<file path="src/rtl/seq_det_pkg.sv">
// Shared types and defaults for the programmable serial pattern-detect controller.
package seq_det_pkg;

  localparam int unsigned MaxLenDef = 8;
  localparam int unsigned LenWDef   = 4;
  localparam int unsigned CntWDef   = 8;

  typedef enum logic [1:0] {
    StIdle,
    StRun,
    StDone
  } state_e;

  // A pattern length is usable only if it is 1..max_len.
  function automatic logic len_legal(input int unsigned len, input int unsigned max_len);
    return (len != 0) && (len <= max_len);
  endfunction

endpackage

</file>
<file path="src/rtl/seq_det_if.sv">
// Config, control, serial-stream and status signals of the pattern-detect controller.
interface seq_det_if
  import seq_det_pkg::*;
#(
  parameter int unsigned MAXLEN = MaxLenDef,
  parameter int unsigned LW     = LenWDef,
  parameter int unsigned CW     = CntWDef
) ();

  logic              cfg_valid;
  logic              cfg_ready;
  logic [MAXLEN-1:0] cfg_pattern;
  logic [LW-1:0]     cfg_len;
  logic              cfg_overlap;
  logic [CW-1:0]     cfg_target;
  logic              start;
  logic              abort;
  logic              bit_valid;
  logic              bit_in;
  logic              match_pulse;
  logic [CW-1:0]     match_count;
  logic              busy;
  logic              done;
  logic              cfg_err;

  modport master (
    output cfg_valid, cfg_pattern, cfg_len, cfg_overlap, cfg_target,
    output start, abort, bit_valid, bit_in,
    input  cfg_ready, match_pulse, match_count, busy, done, cfg_err
  );

  modport slave (
    input  cfg_valid, cfg_pattern, cfg_len, cfg_overlap, cfg_target,
    input  start, abort, bit_valid, bit_in,
    output cfg_ready, match_pulse, match_count, busy, done, cfg_err
  );

endinterface

</file>
<file path="src/rtl/seq_det_matcher.sv">
// History shift register, fill counter and length-masked compare against the pattern.
module seq_det_matcher
  import seq_det_pkg::*;
#(
  parameter int unsigned MAXLEN = MaxLenDef,
  parameter int unsigned LW     = LenWDef
) (
  input  logic              clk,
  input  logic              rst,
  input  logic              shift,
  input  logic              clear,
  input  logic              bit_in,
  input  logic [LW-1:0]     len,
  input  logic [MAXLEN-1:0] pattern,
  input  logic              overlap,
  output logic              hit
);

  logic [MAXLEN-1:0] history_q, history_d, hist_next, mask;
  logic [LW-1:0]     fill_q, fill_d, fill_next;

  always_comb begin
    hist_next = {history_q[MAXLEN-2:0], bit_in};
    fill_next = (fill_q >= LW'(MAXLEN)) ? LW'(MAXLEN) : fill_q + 1'b1;
    for (int i = 0; i < int'(MAXLEN); i++) begin
      mask[i] = (i < int'(len));
    end
    hit = shift && (fill_next >= len) && (((hist_next ^ pattern) & mask) == '0);

    history_d = history_q;
    fill_d    = fill_q;
    if (clear) begin
      history_d = '0;
      fill_d    = '0;
    end else if (shift) begin
      history_d = hist_next;
      // Non-overlapping mode needs len fresh bits after each match.
      fill_d    = (hit && !overlap) ? '0 : fill_next;
    end
  end

  always_ff @(posedge clk) begin
    if (rst) begin
      history_q <= '0;
      fill_q    <= '0;
    end else begin
      history_q <= history_d;
      fill_q    <= fill_d;
    end
  end

endmodule

</file>
<file path="src/rtl/seq_det_controller.sv">
// Pattern-detect controller: config registers, IDLE/RUN/DONE FSM, match counter, outputs.
module seq_det_controller
  import seq_det_pkg::*;
#(
  parameter int unsigned MAXLEN = MaxLenDef,
  parameter int unsigned LW     = LenWDef,
  parameter int unsigned CW     = CntWDef
) (
  input logic      clk,
  input logic      rst,
  seq_det_if.slave bus
);

  state_e            state_q, state_d;
  logic [MAXLEN-1:0] cfg_pattern_q, cfg_pattern_d, run_pattern_q, run_pattern_d;
  logic [LW-1:0]     cfg_len_q, cfg_len_d, run_len_q, run_len_d;
  logic              cfg_overlap_q, cfg_overlap_d, run_overlap_q, run_overlap_d;
  logic [CW-1:0]     cfg_target_q, cfg_target_d, run_target_q, run_target_d;
  logic              cfg_ok_q, cfg_ok_d, cfg_err_q, cfg_err_d;
  logic [CW-1:0]     count_q, count_d;
  logic              pulse_q, pulse_d;
  logic              cfg_ready, cfg_accept, start_run, shift, hit;

  assign cfg_ready  = (state_q == StIdle) || (state_q == StDone);
  assign cfg_accept = bus.cfg_valid && cfg_ready;
  // Uses cfg_ok_q, so a config accepted this same cycle cannot arm this run.
  assign start_run  = cfg_ready && bus.start && !bus.abort && cfg_ok_q;
  assign shift      = (state_q == StRun) && bus.bit_valid && !bus.abort;

  seq_det_matcher #(
    .MAXLEN(MAXLEN),
    .LW    (LW)
  ) u_matcher (
    .clk    (clk),
    .rst    (rst),
    .shift  (shift),
    .clear  (start_run),
    .bit_in (bus.bit_in),
    .len    (run_len_q),
    .pattern(run_pattern_q),
    .overlap(run_overlap_q),
    .hit    (hit)
  );

  always_comb begin
    state_d       = state_q;
    cfg_pattern_d = cfg_pattern_q;
    cfg_len_d     = cfg_len_q;
    cfg_overlap_d = cfg_overlap_q;
    cfg_target_d  = cfg_target_q;
    cfg_ok_d      = cfg_ok_q;
    cfg_err_d     = cfg_err_q;
    run_pattern_d = run_pattern_q;
    run_len_d     = run_len_q;
    run_overlap_d = run_overlap_q;
    run_target_d  = run_target_q;
    count_d       = count_q;
    pulse_d       = 1'b0;

    if (cfg_accept) begin
      if (len_legal(32'(bus.cfg_len), MAXLEN)) begin
        cfg_pattern_d = bus.cfg_pattern;
        cfg_len_d     = bus.cfg_len;
        cfg_overlap_d = bus.cfg_overlap;
        cfg_target_d  = bus.cfg_target;
        cfg_ok_d      = 1'b1;
        cfg_err_d     = 1'b0;
      end else begin
        cfg_ok_d  = 1'b0;
        cfg_err_d = 1'b1;
      end
    end

    unique case (state_q)
      StIdle, StDone: begin
        if (bus.abort) begin
          state_d = StIdle;
        end else if (start_run) begin
          state_d       = StRun;
          count_d       = '0;
          run_pattern_d = cfg_pattern_q;
          run_len_d     = cfg_len_q;
          run_overlap_d = cfg_overlap_q;
          run_target_d  = cfg_target_q;
        end
      end
      StRun: begin
        if (bus.abort) begin
          state_d = StIdle;
        end else if (hit) begin
          pulse_d = 1'b1;
          count_d = (count_q == '1) ? count_q : count_q + 1'b1;
          if ((run_target_q != '0) && (count_d == run_target_q)) begin
            state_d = StDone;
          end
        end
      end
      default: state_d = StIdle;
    endcase
  end

  always_ff @(posedge clk) begin
    if (rst) begin
      state_q       <= StIdle;
      cfg_pattern_q <= '0;
      cfg_len_q     <= '0;
      cfg_overlap_q <= 1'b0;
      cfg_target_q  <= '0;
      cfg_ok_q      <= 1'b0;
      cfg_err_q     <= 1'b0;
      run_pattern_q <= '0;
      run_len_q     <= '0;
      run_overlap_q <= 1'b0;
      run_target_q  <= '0;
      count_q       <= '0;
      pulse_q       <= 1'b0;
    end else begin
      state_q       <= state_d;
      cfg_pattern_q <= cfg_pattern_d;
      cfg_len_q     <= cfg_len_d;
      cfg_overlap_q <= cfg_overlap_d;
      cfg_target_q  <= cfg_target_d;
      cfg_ok_q      <= cfg_ok_d;
      cfg_err_q     <= cfg_err_d;
      run_pattern_q <= run_pattern_d;
      run_len_q     <= run_len_d;
      run_overlap_q <= run_overlap_d;
      run_target_q  <= run_target_d;
      count_q       <= count_d;
      pulse_q       <= pulse_d;
    end
  end

  assign bus.cfg_ready   = cfg_ready;
  assign bus.match_pulse = pulse_q;
  assign bus.match_count = count_q;
  assign bus.busy        = (state_q == StRun);
  assign bus.done        = (state_q == StDone);
  assign bus.cfg_err     = cfg_err_q;

endmodule
</file>
<file path="src/flat_wrapper.sv">
// flat-port wrapper written by rule: the top's interface ports become plain ports
module seq_det_controller_flat import seq_det_pkg::*;
#(
  parameter int unsigned MAXLEN = MaxLenDef,
  parameter int unsigned LW     = LenWDef,
  parameter int unsigned CW     = CntWDef
)
  (clk, rst, bus_cfg_valid, bus_cfg_pattern, bus_cfg_len, bus_cfg_overlap, bus_cfg_target, bus_start, bus_abort, bus_bit_valid, bus_bit_in, bus_cfg_ready, bus_match_pulse, bus_match_count, bus_busy, bus_done, bus_cfg_err);
  seq_det_if #(.MAXLEN(MAXLEN), .LW(LW), .CW(CW)) bus_i ();
  input logic clk;
  input logic rst;
  input wire logic [$bits(bus_i.cfg_valid)-1:0] bus_cfg_valid;
  input wire logic [$bits(bus_i.cfg_pattern)-1:0] bus_cfg_pattern;
  input wire logic [$bits(bus_i.cfg_len)-1:0] bus_cfg_len;
  input wire logic [$bits(bus_i.cfg_overlap)-1:0] bus_cfg_overlap;
  input wire logic [$bits(bus_i.cfg_target)-1:0] bus_cfg_target;
  input wire logic [$bits(bus_i.start)-1:0] bus_start;
  input wire logic [$bits(bus_i.abort)-1:0] bus_abort;
  input wire logic [$bits(bus_i.bit_valid)-1:0] bus_bit_valid;
  input wire logic [$bits(bus_i.bit_in)-1:0] bus_bit_in;
  output wire logic [$bits(bus_i.cfg_ready)-1:0] bus_cfg_ready;
  output wire logic [$bits(bus_i.match_pulse)-1:0] bus_match_pulse;
  output wire logic [$bits(bus_i.match_count)-1:0] bus_match_count;
  output wire logic [$bits(bus_i.busy)-1:0] bus_busy;
  output wire logic [$bits(bus_i.done)-1:0] bus_done;
  output wire logic [$bits(bus_i.cfg_err)-1:0] bus_cfg_err;
  assign bus_i.cfg_valid = bus_cfg_valid;
  assign bus_i.cfg_pattern = bus_cfg_pattern;
  assign bus_i.cfg_len = bus_cfg_len;
  assign bus_i.cfg_overlap = bus_cfg_overlap;
  assign bus_i.cfg_target = bus_cfg_target;
  assign bus_i.start = bus_start;
  assign bus_i.abort = bus_abort;
  assign bus_i.bit_valid = bus_bit_valid;
  assign bus_i.bit_in = bus_bit_in;
  assign bus_cfg_ready = bus_i.cfg_ready;
  assign bus_match_pulse = bus_i.match_pulse;
  assign bus_match_count = bus_i.match_count;
  assign bus_busy = bus_i.busy;
  assign bus_done = bus_i.done;
  assign bus_cfg_err = bus_i.cfg_err;
  seq_det_controller #(.MAXLEN(MAXLEN), .LW(LW), .CW(CW)) u_core (.clk(clk), .rst(rst), .bus(bus_i));
endmodule
</file>
<file path="config.mk">
export PLATFORM = sky130hd
export DESIGN_NAME = seq_det_controller_flat
export DESIGN_NICKNAME = d
export VERILOG_FILES = /design/src/rtl/seq_det_pkg.sv /design/src/rtl/seq_det_if.sv /design/src/rtl/seq_det_matcher.sv /design/src/rtl/seq_det_controller.sv /design/src/flat_wrapper.sv
export SDC_FILE = /design/constraint.sdc
export NUM_CORES = 1
export LEC_CHECK = 0
export ABC_AREA = 1
export CAP_MARGIN = 10
export CORE_MARGIN = 10
export CORE_UTILIZATION = 50
export DETAILED_ROUTE_END_ITERATION = 6
export GPL_TIMING_DRIVEN = 0
export PLACE_DENSITY = 0.84
export SETUP_SLACK_MARGIN = 0.3
export SKIP_CTS_REPAIR_TIMING = 1
export SYNTH_ARGS = -nofsm -noshare
export SYNTH_HDL_FRONTEND = slang
export SYNTH_SLANG_ARGS = --single-unit
</file>
<file path="constraint.sdc">
create_clock -name clk -period 2.7 [get_ports clk]
set_input_delay 0.405 -clock clk [delete_from_list [all_inputs] [get_ports clk]]
set_output_delay 0.405 -clock clk [all_outputs]
set_load 0.02 [all_outputs]
</file>
==> out/qor.yml, run 1 <==
outcome: "complete, no violations"
first_pass_iters: 5
grt_max_degree: 13
clockBufferDepth: 2
met3_usage: 0.0360
avgSynthCellArea_um2: 7.35
wl_um: 7650
clk_latency_ns: 0.35
met2_usage: 0.232
clkTransAtPathRegs_ns: 0.07
relSlewSlack: 0.645
drive_gt1_frac: 0.103
synth_area_mm2: 0.00314
crit_type: "reg -> reg"
grt_overflow: 0
fin_ws_ns: 0.493
regToRegEndpoint: "u_core.u_matcher.fill_q[1]$_SDFFE_PP0P_"
dp.cells: 543
ys_seq_area_frac: 0.420
p_leak_nw: 1.64
drv_slew: 0
cts_root_buf: "clkbuf_8"
ys_async_sr_fraction: 0
routabilityCongestion: 0.933
powerDensity_mw_per_mm2: 577
die_w_um: 99.3
period_share: 0.817
cts_sinks: 66
grt-busiest-layer: "met2"
min_from: "u_core.cfg_pattern_q[2]$_SDFFE_PP0P_"
synth_top_area_frac: 0.420
drc_errors: 0
cts_inserted_buffers: 9
yosysWarnings: 0
place_ws_ns: 0.497
start_kind: "flip-flop"
hpwl_um: 5520
synth_nets: 463
syn_to_final_growth_pct: 23.0
synth_top_area_cell: "dfxtp_1"
ant_nets: 0
synthXorXnorAreaFrac: 0.0334
synthFlopType: "dfxtp_1"
rsz0062_at_grt: "no"
fmax_mhz: 453
ioPinCount: 41
place_area_mm2: 0.00364
final_cell_area_mm2: 0.00387
layout.nets: 514
drtIter0Drc: 137
hold_viol_final: 0
wire_per_inst_um: 13.7
core_mm2: 0.00603
synth.area.mux_share: 0
path_max_fanout: 4
holdPathEnd: "u_core.run_pattern_q[2]$_SDFFE_PP0P_"
reg2reg_from: "u_core.u_matcher.fill_q[0]$_SDFFE_PP0P_"
drv_cap: 0
routed-via-count: 2996
yosys.area_share.adder: 0.0279
final_cells: 559
cp.arrival_ns: 2.43
num_rows: 28
yosysUniqueCellTypes: 34
tritoncts: "yes"
crit_required_ns: 2.92
endpoint_kind: "flip-flop"
grt_use_met1: 0.188
worst_pin_slew_ns: 0.533
antenna_found_initial: 0
start_util: 0.522
h-tree-depth: 3
period_needed_ns: 2.21
setup_viol: 0
drt-vias-per-instance: 5.36
ir_drop_v: 0.000420
synth_top_cells_by_area: "dfxtp_1 (42%), nand2_1 (9.9%), a21oi_1 (8.4%), o21ai_0 (5.9%), nor2_1 (4.7%)"
fin_tns_setup_ns: 0
die_y_um: 99.3
min_path_cells: 2
synth_edf_count: 0
synth-simple-area-share: 0.264
skew_ns: 0.00907
fill_cells: 540
io_buffers: 40
synthCells: 428
grt_pass1_vias: 2802
grt_pass1_wl_um: 12600
grt_usage: 0.152
synth_top_family_by_area: "simple AND/OR/NAND/NOR gates"
synth_compound_area_frac: 0.174
r2r_cells: 15
hp-class: "reg -> reg"
ff2ff_setup_slack_ns: 0.49
synth-seq-cells: 66
dieArea_mm2: 0.00986
holdWs_ns: 0.453
num_antenna_cells: 0
[metal layers]
| layer | routed length [um] | up-vias | share of wire |
|---|---|---|---|
| met5 | 0 | - | 0 |
| met4 | 231 | 0 | 0.030 |
| li1 | - | 1499 | - |
| met1 | 3560 | 1377 | 0.47 |
| met2 | 3360 | 100 | 0.44 |
| met3 | 489 | 20 | 0.064 |
[synth_stat cells, types with 2 or more instances]
library cell and count:
xor2_1 9, nand3_1 27, nor2_4 3, ha_1 7, xnor2_1 3, nand2_4 2
inv_2 7, dfxtp_1 66, nand2_1 83, o21ai_1 10, inv_1 38, nand3_2 5
nand4_1 3, o21ai_0 37, a21oi_1 53, nand3b_1 2, nor2_2 2, buf_2 3
nor2_1 39, clkbuf_1 10, buf_4 2, o21bai_1 2, nand2_2 4
[worst max-delay path: stages, from the launching register on]
cell	delay, ns
dfxtp_1	0.38
inv_1	0.10
ha_1	0.29
inv_1	0.06
nor2_1	0.05
ha_1	0.30
inv_1	0.04
o21bai_1	0.11
nand2_1	0.06
nand3_1	0.08
nand2_2	0.05
clkinv_2	0.06
nand3_4	0.10
or2_4	0.27
nand2_1	0.07
a21oi_1	0.06
[metrics by stage]
step	total power, mW	utilization
5_1_grt	2.30	0.642
2_1_floorplan	1.20	-
3_3_place_gp	1.29	0.604
3_5_place_dp	1.30	0.604
4_1_cts	2.23	0.642
6_report	2.23	0.642
[worst max path at each step]
stage	startpoint	endpoint	slack [ns]	depth (start not counted)
floorplan	u_core.u_matcher.fill_q[0]$_SDFFE_PP0P_	u_core.u_matcher.fill_q[3]$_SDFFE_PP0P_	0.71	15
global placement	u_core.u_matcher.fill_q[0]$_SDFFE_PP0P_	u_core.bus.match_count[1]$_SDFFE_PP0P_	0.55	16
detailed placement	u_core.u_matcher.fill_q[0]$_SDFFE_PP0P_	u_core.bus.match_count[4]$_SDFFE_PP0P_	0.50	16
CTS	u_core.u_matcher.fill_q[0]$_SDFFE_PP0P_	u_core.bus.match_count[4]$_SDFFE_PP0P_	0.47	16
global route	u_core.u_matcher.fill_q[0]$_SDFFE_PP0P_	u_core.bus.match_count[5]$_SDFFE_PP0P_	0.31	16
finish	u_core.u_matcher.fill_q[0]$_SDFFE_PP0P_	u_core.u_matcher.fill_q[1]$_SDFFE_PP0P_	0.49	15
[layout make-up]
type / instances / area [um^2] / share of cell area
Buffer: 16 / 78.8 / 0.0204
Tap cell: 75 / 93.8 / 0.0243
Clock buffer: 11 / 141 / 0.0365
Inverter: 46 / 176 / 0.0456
Sequential cell: 66 / 1320 / 0.342
Timing Repair Buffer: 40 / 400 / 0.103
Multi-Input combinational cell: 300 / 1570 / 0.406
Clock inverter: 5 / 86.3 / 0.0223
[report_power, final]
| group | switching (mW) | leakage (nW) | internal (mW) |
|---|---|---|---|
| clock | 0.400 | 0.114 | 0.552 |
| sequential | 0.0234 | 0.536 | 1.01 |
| combinational | 0.138 | 0.989 | 0.105 |
[cells in the final DEF, fill, tap and decap left out, types with 2 or more instances in the layout]
cell type / count
nand2_1: 83
dfxtp_1: 66
a21oi_1: 53
clkdlybuf4s50_1: 40
nor2_1: 39
inv_1: 38
o21ai_0: 37
nand3_1: 27
clkbuf_1: 11
o21ai_1: 10
clkbuf_8: 10
xor2_1: 9
ha_1: 7
inv_2: 6
nand3_2: 5
nand2_2: 4
xnor2_1: 3
buf_2: 3
nor2_4: 3
nand4_1: 3
buf_4: 2
nand2_4: 2
nand3b_1: 2
nor2_2: 2
o21bai_1: 2
bufinv_16: 2
clkinv_4: 2
[state kept, by name, indices dropped and copies added (netlist names)]
| register | cells |
|---|---|
| u_core.bus.match_count | 8 |
| u_core.cfg_pattern_q | 8 |
| u_core.cfg_target_q | 8 |
| u_core.run_pattern_q | 8 |
| u_core.run_target_q | 8 |
| u_core.u_matcher.history_q | 7 |
| u_core.cfg_len_q | 4 |
| u_core.run_len_q | 4 |
| u_core.u_matcher.fill_q | 4 |
| u_core.state_q | 2 |
| u_core.bus.cfg_err | 1 |
| u_core.bus.match_pulse | 1 |
| u_core.cfg_ok_q | 1 |
| u_core.cfg_overlap_q | 1 |
| u_core.run_overlap_q | 1 |
[cells by family after synthesis]
| group | count (synthesis) |
|---|---|
| flip-flops | 66 |
| buffers and inverters | 62 |
| AND/OR/NAND/NOR | 175 |
| XOR/XNOR | 12 |
| adder cells (fa/ha/maj) | 7 |
| AO/OA/AOI/OAI | 106 |
(Power assumes the default switching activity.)
==> run 2, diff against run 1 <==
--- a/config.mk
+++ b/config.mk
@@ -8,10 +8,10 @@
 export ABC_AREA = 1
 export CAP_MARGIN = 10
 export CORE_MARGIN = 10
-export CORE_UTILIZATION = 50
+export CORE_UTILIZATION = 49
 export DETAILED_ROUTE_END_ITERATION = 6
 export GPL_TIMING_DRIVEN = 0
-export PLACE_DENSITY = 0.84
+export PLACE_DENSITY = 0.86
 export SETUP_SLACK_MARGIN = 0.3
 export SKIP_CTS_REPAIR_TIMING = 1
 export SYNTH_ARGS = -nofsm -noshare
==> constraint.sdc (replaced) <==
create_clock -name clk -period 2 [get_ports clk]
set_input_delay 0.3 -clock clk [delete_from_list [all_inputs] [get_ports clk]]
set_output_delay 0.3 -clock clk [all_outputs]
set_load 0.02 [all_outputs]
==> run 2 against run 1 <==
The run now ends with setup timing left. Routed wire length up 1.4%. Fmax up 3.6%. Global-route usage up 0.10 points. Flip-flop and latch count unchanged. Worst hold slack better by 0.0051 ns. Die area up 1.6%. Clock skew down 0.0024 ns. Final cell count up 0.54%. Clock power up 34%. Non-clock buffer count up 1. Core utilization down 0.42 points. Largest cell class unchanged. Largest power group unchanged.
==> out/qor.yml, run 2 (synthesis results as in run 1) <==
outcome: "finished with violations"
violations: "setup timing"
cp.arrival_ns: 2.36
routabilityCongestion: 0.931
num_antenna_cells: 0
cts_inserted_buffers: 9
start_util: 0.501
die_y_um: 100
tritoncts: "yes"
clk_latency_ns: 0.35
crit_required_ns: 2.23
holdWs_ns: 0.459
antenna_found_initial: 0
grt_overflow: 0
cts_sinks: 66
multi_input_area_mm2: 0.00165
slowest_delay_ns: 0.37
layout_common_cells: "nand2_1 (82), dfxtp_1 (64), a21oi_1 (50)"
hold_viol_final: 0
relSlewSlack: 0.570
drt-vias-per-instance: 5.35
routed-via-count: 3004
period_share: 1.07
die_w_um: 100
period_needed_ns: 2.13
syn_to_final_growth_pct: 27.3
final_common_cell: "nand2_1"
drc_errors: 0
worst_pin_slew_ns: 0.645
core_mm2: 0.00628
grt_pass1_wl_um: 12700
drive_gt1_frac: 0.153
dp.cells: 545
wire_per_inst_um: 13.8
start_kind: "flip-flop"
grt_pass1_vias: 2783
ant_nets: 0
crit_type: "reg -> reg"
setup_viol: 14
ir_drop_v: 0.000434
cts_root_buf: "clkbuf_8"
wl_um: 7750
ioPinCount: 41
p_leak_nw: 1.84
hp-class: "reg -> reg"
skew_ns: 0.00669
fmax_mhz: 469
fin_ws_ns: -0.130
rsz0062_at_grt: "yes"
clkTransAtPathRegs_ns: 0.07
layout.nets: 515
total_power_mw: 3.03
drtIter0Drc: 193
path_max_fanout: 4
grt_max_degree: 13
final-seq-area_mm2: 0.00133
drv_cap: 0
num_rows: 29
cp_cell_sequence: "ha_2, xnor2_2, nor2_2, ha_1, nand2_1, inv_2, nand2_1, nand3_2, nand2_2, clkinv_2, nand3_4, or2_4, nand2_1, a21oi_1"
final_util: 0.638
fill_cells: 530
endpoint_kind: "flip-flop"
drv_slew: 0
h-tree-depth: 3
final_cells: 562
io_buffers: 40
first_pass_iters: 4
crit_path_frequent_cell: "nand2_1"
dieArea_mm2: 0.0100
cp_slowest_cell: "dfxtp_4"
hpwl_um: 5530
clockBufferDepth: 2
powerDensity_mw_per_mm2: 756
grt_usage: 0.153
-- run 2: cell types whose count changed in the layout (fill, tap and decap cells not counted), moves of 3 or more --
cell	change
inv_2	+4
a21oi_2	+3
clkbuf_1	-3
ha_1	-3
inv_1	-5
dlymetal6s2s_1	+11
clkdlybuf4s50_1	-11
nor2_1	-3
a21oi_1	-3
clkbuf_2	+3
-- run 2: routing by layer --
metal | vias up | GRT usage | share of wire
met4 | 0 | 0.0783 | 0.026
met2 | 97 | 0.229 | 0.45
li1 | 1504 | - | -
met5 | - | 0 | 0
met3 | 18 | 0.0433 | 0.058
met1 | 1385 | 0.195 | 0.47
-- run 2: final timing paths --
kind / from / end / slack [ns] / cells after the start
max: u_core.u_matcher.fill_q[0]$_SDFFE_PP0P_ / u_core.u_matcher.fill_q[2]$_SDFFE_PP0P_ / -0.13 / 14
min: u_core.cfg_pattern_q[1]$_SDFFE_PP0P_ / u_core.cfg_pattern_q[1]$_SDFFE_PP0P_ / 0.46 / 2
max reg2reg: u_core.u_matcher.fill_q[0]$_SDFFE_PP0P_ / u_core.u_matcher.fill_q[2]$_SDFFE_PP0P_ / -0.13 / 14
min reg2reg: u_core.cfg_pattern_q[1]$_SDFFE_PP0P_ / u_core.cfg_pattern_q[1]$_SDFFE_PP0P_ / 0.46 / 2
-- run 2: report_power, final --
part / total [mW] / switching [mW] / internal, mW
Combinational: 0.349 / 0.197 / 0.152
Sequential: 1.40 / 0.0329 / 1.37
Clock: 1.28 / 0.535 / 0.745
-- run 2: worst max-delay path: cells and delay by family, from the launching register on --
kind / cells / cell delay [ns]
simple gates: 8 / 0.82
fa+ha+maj: 2 / 0.47
flops: 1 / 0.37
xor+xnor: 1 / 0.18
buf+inv: 2 / 0.12
compound gates: 1 / 0.05
-- run 2: area by class of cell --
cell class                      instances  share of cell area
Buffer                                 16              0.0206
Clock buffer                           11              0.0353
Clock inverter                          5              0.0212
Inverter                               46              0.0459
Multi-Input combinational cell        300               0.412
Sequential cell                        66               0.332
Tap cell                               77              0.0241
Timing Repair Buffer                   41               0.109
-- run 2: through the flow --
| stage | worst slack, ns | setup TNS, ns | instance area (um^2) |
|---|---|---|---|
| after global placement | -0.0493 | -0.247 | 3660 |
| after floorplan | 0.0907 | 0 | 3160 |
| after global routing | -0.203 | -2.56 | 4000 |
| after CTS | -0.123 | -1.23 | 3890 |
| final | -0.130 | -1.42 | 4000 |
| after detailed placement | -0.0955 | -0.924 | 3660 |
==> run 3, diff against run 2 <==
--- a/config.mk
+++ b/config.mk
@@ -8,10 +8,11 @@
 export ABC_AREA = 1
 export CAP_MARGIN = 10
 export CORE_MARGIN = 10
-export CORE_UTILIZATION = 49
+export CORE_UTILIZATION = 51
+export CTS_BUF_LIST = sky130_fd_sc_hd__clkbuf_2
 export DETAILED_ROUTE_END_ITERATION = 6
 export GPL_TIMING_DRIVEN = 0
-export PLACE_DENSITY = 0.86
+export PLACE_DENSITY = 0.89
 export SETUP_SLACK_MARGIN = 0.3
 export SKIP_CTS_REPAIR_TIMING = 1
 export SYNTH_ARGS = -nofsm -noshare
==> run 3 against run 2 <==
The run still ends with setup timing left. Global-route usage rose by 0.34 points. First-iteration DRC count rose by 30%. Clock skew rose by 0.012 ns. Fmax fell by 2.7%. Design area fell by 0.25%. Sequential power barely moved. Total power fell by 16%. Core utilization rose by 3.3 points. Worst setup slack got worse by 0.060 ns.
==> out/qor.yml, run 3 (synthesis results as in run 1) <==
routed-via-count: 3119
io_buffers: 40
wl_um: 8290
place_ws_ns: -0.0954
dieArea_mm2: 0.00971
worst_pin_slew_ns: 0.626
tritoncts: "yes"
crit_required_ns: 2.46
cts_root_buf: "clkbuf_2"
drive_gt1_frac: 0.200
outcome: "finished with violations"
powerDensity_mw_per_mm2: 639
path_max_fanout: 4
fin_ws_ns: -0.190
cts_inserted_buffers: 9
fin_tns_setup_ns: -1.54
drc_errors: 0
final_common_cell: "nand2_1"
grt_max_degree: 12
multi_input_area_mm2: 0.00170
fmax_mhz: 457
hp-class: "in -> reg"
p_leak_nw: 1.83
rsz0062_at_grt: "yes"
num_rows: 28
grt_pass1_vias: 2890
endpoint_kind: "flip-flop"
crit_type: "reg -> reg"
violations: "setup timing"
start_util: 0.528
ir_drop_v: 0.000415
core_mm2: 0.00596
hpwl_um: 5590
grt_overflow: 0
final-seq-area_mm2: 0.00134
cts_sinks: 66
clk_latency_ns: 0.49
ant_nets: 0
period_share: 1.09
routabilityCongestion: 0.927
wire_per_inst_um: 14.6
ioPinCount: 41
h-tree-depth: 3
die_w_um: 98.5
hold_viol_final: 0
layout_common_cells: "nand2_1 (76), dfxtp_1 (61), a21oi_1 (45)"
antenna_found_initial: 0
drtIter0Drc: 251
setup_viol: 14
drv_slew: 0
syn_to_final_growth_pct: 27.0
num_antenna_cells: 0
skew_ns: 0.0184
die_y_um: 98.5
grt_usage: 0.156
fill_cells: 487
drv_cap: 0
period_needed_ns: 2.19
relSlewSlack: 0.583
drt-vias-per-instance: 5.51
total_power_mw: 2.55
clkTransAtPathRegs_ns: 0.19
layout.nets: 521
grt_pass1_wl_um: 13100
cp.arrival_ns: 2.64
first_pass_iters: 5
clockBufferDepth: 2
start_kind: "flip-flop"
-- run 3: layer usage --
metal  track usage  share of wire
met1         0.192           0.44
met2         0.245           0.46
met3        0.0468          0.078
met4        0.0706          0.028
met5             0              0
-- run 3: final timing paths --
path,start,to,slack [ns],depth (start not counted)
setup / recovery,u_core.u_matcher.fill_q[0]$_SDFFE_PP0P_,u_core.state_q[1]$_SDFFE_PP0P_,-0.19,17
hold / removal,bus_cfg_target[2],u_core.cfg_target_q[2]$_SDFFE_PP0P_,0.34,3
setup reg to reg,u_core.u_matcher.fill_q[0]$_SDFFE_PP0P_,u_core.state_q[1]$_SDFFE_PP0P_,-0.19,17
hold reg to reg,u_core.cfg_pattern_q[4]$_SDFFE_PP0P_,u_core.run_pattern_q[4]$_SDFFE_PP0P_,0.46,2
-- run 3: report_power, final --
group          internal (mW)  total (mW)  switching [mW]
logic                  0.169       0.378           0.209
clock network          0.283       0.769           0.486
registers               1.37        1.40          0.0367
total                   1.82        2.55           0.732
-- run 3: stage by stage --
step | instance area (um^2) | instances | hold WS, ns | utilization
CTS | 3770 | 559 | 0.312 | 0.632
global route | 3990 | 566 | 0.322 | 0.671
global placement | 3660 | 543 | 0.441 | 0.614
detailed placement | 3660 | 543 | 0.447 | 0.614
finish | 3990 | 566 | 0.342 | 0.671
floorplan | 3160 | 428 | 0.369 | -
-- run 3: area by class of cell --
type | instances | share of cell area
timing repair buffer | 47 | 0.120
multi-input combinational | 300 | 0.427
clock inverter | 6 | 0.0144
buffer | 16 | 0.0207
clock buffer | 10 | 0.0125
inverter | 46 | 0.0476
sequential | 66 | 0.334
tap | 75 | 0.0235
-- run 3: worst max-delay path: stages (launching register included) --
cell and delay [ns]:
dfxtp_4 0.43, inv_4 0.05, ha_4 0.22, inv_4 0.06, nor2_4 0.04, ha_4 0.28
inv_2 0.03, o21bai_1 0.15, nand2_2 0.07, nand3_2 0.08, nand2_2 0.06, inv_4 0.06
nand3_4 0.11, nor2_1 0.15, nand3_2 0.12, o21ai_2 0.08, nand2_1 0.09, inv_1 0.06
